[src/rtl/mac_rx_pkg.sv]
// Shared definitions for the RX MAC frame checker: XGMII code points,
// CRC-32 constants, FSM state encoding, verdict payload and a bytewise CRC step.
package mac_rx_pkg;

  localparam logic [7:0] CODE_IDLE     = 8'h07;
  localparam logic [7:0] CODE_START    = 8'hFB;
  localparam logic [7:0] CODE_TERM     = 8'hFD;
  localparam logic [7:0] CODE_PREAMBLE = 8'h55;
  localparam logic [7:0] CODE_SFD      = 8'hD5;

  localparam logic [31:0] CRC_POLY    = 32'hEDB88320;
  localparam logic [31:0] CRC_INIT    = 32'hFFFFFFFF;
  localparam logic [31:0] CRC_RESIDUE = 32'hDEBB20E3;

  typedef enum logic [1:0] {
    ST_IDLE  = 2'd0,
    ST_DATA  = 2'd1,
    ST_ABORT = 2'd2
  } rx_chk_state_t;

  // Per-frame error flags reported with the done pulse.
  typedef struct packed {
    logic fmt;
    logic fcs;
    logic len;
    logic da;
  } rx_verdict_t;

  // One byte of reflected CRC-32 (LSB-first), no final inversion.
  function automatic logic [31:0] crc32_byte(input logic [31:0] crc, input logic [7:0] b);
    logic [31:0] c;
    c = crc ^ {24'h0, b};
    for (int unsigned k = 0; k < 8; k++) begin
      c = c[0] ? ((c >> 1) ^ CRC_POLY) : (c >> 1);
    end
    return c;
  endfunction

endpackage

[src/rtl/mac_crc32_lanes.sv]
// Combinational CRC-32 update over the masked byte lanes of one beat, lane 0 first.
// Ports: crc_in (running CRC), data (lane bytes), lane_mask (1 = lane is a frame
// byte), crc_out (CRC after all masked lanes).
module mac_crc32_lanes
  import mac_rx_pkg::*;
#(
  parameter int unsigned DATA_WIDTH = 64
) (
  input  logic [31:0]             crc_in,
  input  logic [DATA_WIDTH-1:0]   data,
  input  logic [DATA_WIDTH/8-1:0] lane_mask,
  output logic [31:0]             crc_out
);

  localparam int unsigned LANES = DATA_WIDTH / 8;

  always_comb begin
    crc_out = crc_in;
    for (int unsigned i = 0; i < LANES; i++) begin
      if (lane_mask[i]) crc_out = crc32_byte(crc_out, data[8*i +: 8]);
    end
  end

endmodule

[config.mk]
export PLATFORM = sky130hd
export DESIGN_NAME = mac_crc32_lanes
export DESIGN_NICKNAME = d
export VERILOG_FILES = /design/src/rtl/mac_rx_pkg.sv /design/src/rtl/mac_crc32_lanes.sv
export SDC_FILE = /design/constraint.sdc
export NUM_CORES = 1
export LEC_CHECK = 0
export BUFFER_PORTS_ARGS = -buffer_cell sky130_fd_sc_hd__buf_2
export CAP_MARGIN = 5
export CORE_ASPECT_RATIO = 2
export CORE_UTILIZATION = 40
export DETAILED_ROUTE_END_ITERATION = 12
export PLACE_DENSITY = 0.63
export SLEW_MARGIN = 20
export SYNTH_ARGS = -nofsm -noshare
export SYNTH_HDL_FRONTEND = slang
export SYNTH_SLANG_ARGS = --single-unit
[constraint.sdc]
create_clock -name vclk -period 31
set_clock_uncertainty 0.1 [all_clocks]
set_input_delay 6.2 -clock vclk [all_inputs]
set_output_delay 6.2 -clock vclk [all_outputs]
set_load 0.02 [all_outputs]
==> results.py <==
metrics = {
    "run_status": {
        "status": "finished, final reports clean",
    },
    "sta": {
        "period_share_pct": 79.00,
        "period_needed_ns": 24.49,
        "max_slew_margin_pct": 24.44,
        "drv_slew": 0,
        "rsz0062_at_grt": "no",
        "tns_ns": 0,
        "max_freq_mhz": 40.83,
        "worst_slew_pin_slew_ns": 1.102,
        "setup_viol": 0,
        "finalHoldViolCount": 0,
    },
    "cells_and_area": {
        "seqCellArea_sq_um": 0,
        "fin_nets": 1742,
        "nFlopsAndLatches": 0,
        "layout_common_cells": "xnor2_1 (281), buf_2 (136), nor2_1 (127)",
        "clock_buffers": 0,
        "syn_to_final_growth_pct": 8.284,
        "layout_commonest_cell": "xnor2_1",
        "drive_gt1_share_pct": 16.63,
    },
    "synth": {
        "synthCells": 1556,
        "ys_warn_count": 0,
        "synth_area_sq_um": 12820,
        "syn_nets": 1660,
        "yosysSeqAreaShare_pct": 0,
        "avgSynthCellArea_sq_um": 8.241,
        "netlist-cell-type-count": 95,
    },
    "routing": {
        "drc": 0,
        "wl_mm": 49.63,
        "via_per_inst": 5.937,
        "drt_iter0_markers": 625,
        "ant_nets": 0,
        "num_vias": 12230,
        "wl_per_cell_um": 24.09,
        "first_pass_iters": 6,
    },
    "cts": {
        "postCtsHoldBufs": 0,
        "ctsResizeCount": 0,
        "post-cts-setup-buffers": 0,
    },
    "placement": {
        "dp_hpwl_mm": 41.83,
        "place.gp.congestion": 1.014,
        "io_buffer_count": 136,
    },
    "worst_setup_path": {
        "cpMaxStageDelayCell": "or4_1",
        "critPathMaxStageDelay_ns": 0.80,
        "cp_max_fo": 12,
        "crit_path_end": "crc_out[22]",
        "cp-start-kind": "input pin",
        "cp.required_ns": 24.70,
        "critPathKind": "input pin to output pin",
        "worstPathArrival_ns": 18.19,
        "crit_start": "data[5]",
        "end_kind": "output pin",
    },
    "floorplanning": {
        "chipWidth_um": 128.6,
        "std_cell_rows": 92,
        "start_util_pct": 40.66,
        "core_sq_um": 31540,
        "die-area_sq_um": 32820,
        "die_y_um": 255.2,
        "ioPinCount": 136,
    },
    "global_routing": {
        "grt_max_degree": 80,
        "grt_pass1_vias": 12230,
        "grt_util_all_layers_pct": 30.34,
        "antenna_found_initial": 0,
        "grt-ovfl-total": 0,
        "grt_pass1_wl_mm": 72.95,
    },
    "worst_hold_path": {
        "min_path_type": "input pin to output pin",
    },
    "run": {
        "maxCapViolations": 0,
    },
}
## final cells by class
cell class | count | area, sq um
multi-input combinational | 1467 | 12470
tap | 423 | 529.3
timing repair buffer | 156 | 830.8
inverter | 13 | 48.80
antenna | 1 | 2.502
fill | 3338 | 17650
## routing by layer
layer,vias to the layer above,wire length [um],global-route usage (%)
li1,5776,-,-
met4,0,6630,33.75
met2,493,26350,58.52
met5,-,0,0
met3,263,2103,4.369
met1,5698,14540,24.03
## cells by family (layout without fill, tap and decap cells)
family | after synthesis | after routing | synth area share, %
XOR/XNOR | 517 | 517 | 48.20
AND/OR/NAND/NOR | 473 | 473 | 19.20
AO/OA/AOI/OAI | 332 | 332 | 17.66
multiplexers | 145 | 145 | 12.19
buffers and inverters | 89 | 169 | 2.751
other | 0 | 1 | 0
## how the worst min path moves through the flow
stage	start	to	slack, ns	depth (start not counted)
after global placement	lane_mask[7]	crc_out[27]	12.97	3
final	data[61]	crc_out[3]	12.96	5
after detailed placement	data[61]	crc_out[3]	12.95	5
after global routing	lane_mask[7]	crc_out[10]	13.01	4
after CTS	data[61]	crc_out[3]	12.96	5
after floorplan	data[61]	crc_out[3]	12.68	3
## Yosys cell counts, drive strengths merged (15+ instances only)
library cell,n,area (sq um)
a211oi,32,250.2
a21oi,101,539.3
a31oi,17,142.6
buf,28,123.9
clkbuf,48,180.2
mux2,30,337.8
mux2i,115,1225
nand2,111,436.7
nand2b,18,112.6
nand3,44,220.2
nand4,16,142.6
nor2,128,483.0
nor2b,17,106.4
nor3,44,247.7
nor4,15,123.9
o21ai,76,387.9
or3,20,130.1
xnor2,305,2919
xnor3,74,1669
xor2,118,1116
xor3,20,476.7
## stage by stage
| step | instance area (sq um) | cells | util [%] | hold slack, ns | setup WS, ns |
|---|---|---|---|---|---|
| after floorplan | 12820 | 1556 | - | 12.68 | 9.824 |
| after global placement | 13880 | 2059 | 44.01 | 12.97 | 6.627 |
| after detailed placement | 13880 | 2059 | 44.02 | 12.95 | 6.657 |
| after CTS | 13880 | 2059 | 44.02 | 12.96 | 6.686 |
| after global routing | 13880 | 2059 | 44.02 | 13.01 | 5.890 |
| final | 13890 | 2060 | 44.03 | 12.96 | 6.510 |
## critical path, delay by kind of cell
family | cells | cell delay, ns
XOR/XNOR | 10 | 5.13
multiplexers | 3 | 1.42
AO/OA/AOI/OAI | 6 | 1.19
AND/OR/NAND/NOR | 8 | 3.92
buffers and inverters | 2 | 0.29
Power is not shown: default switching activity piles up to over one toggle a cycle in this logic, so the estimate is an artifact.
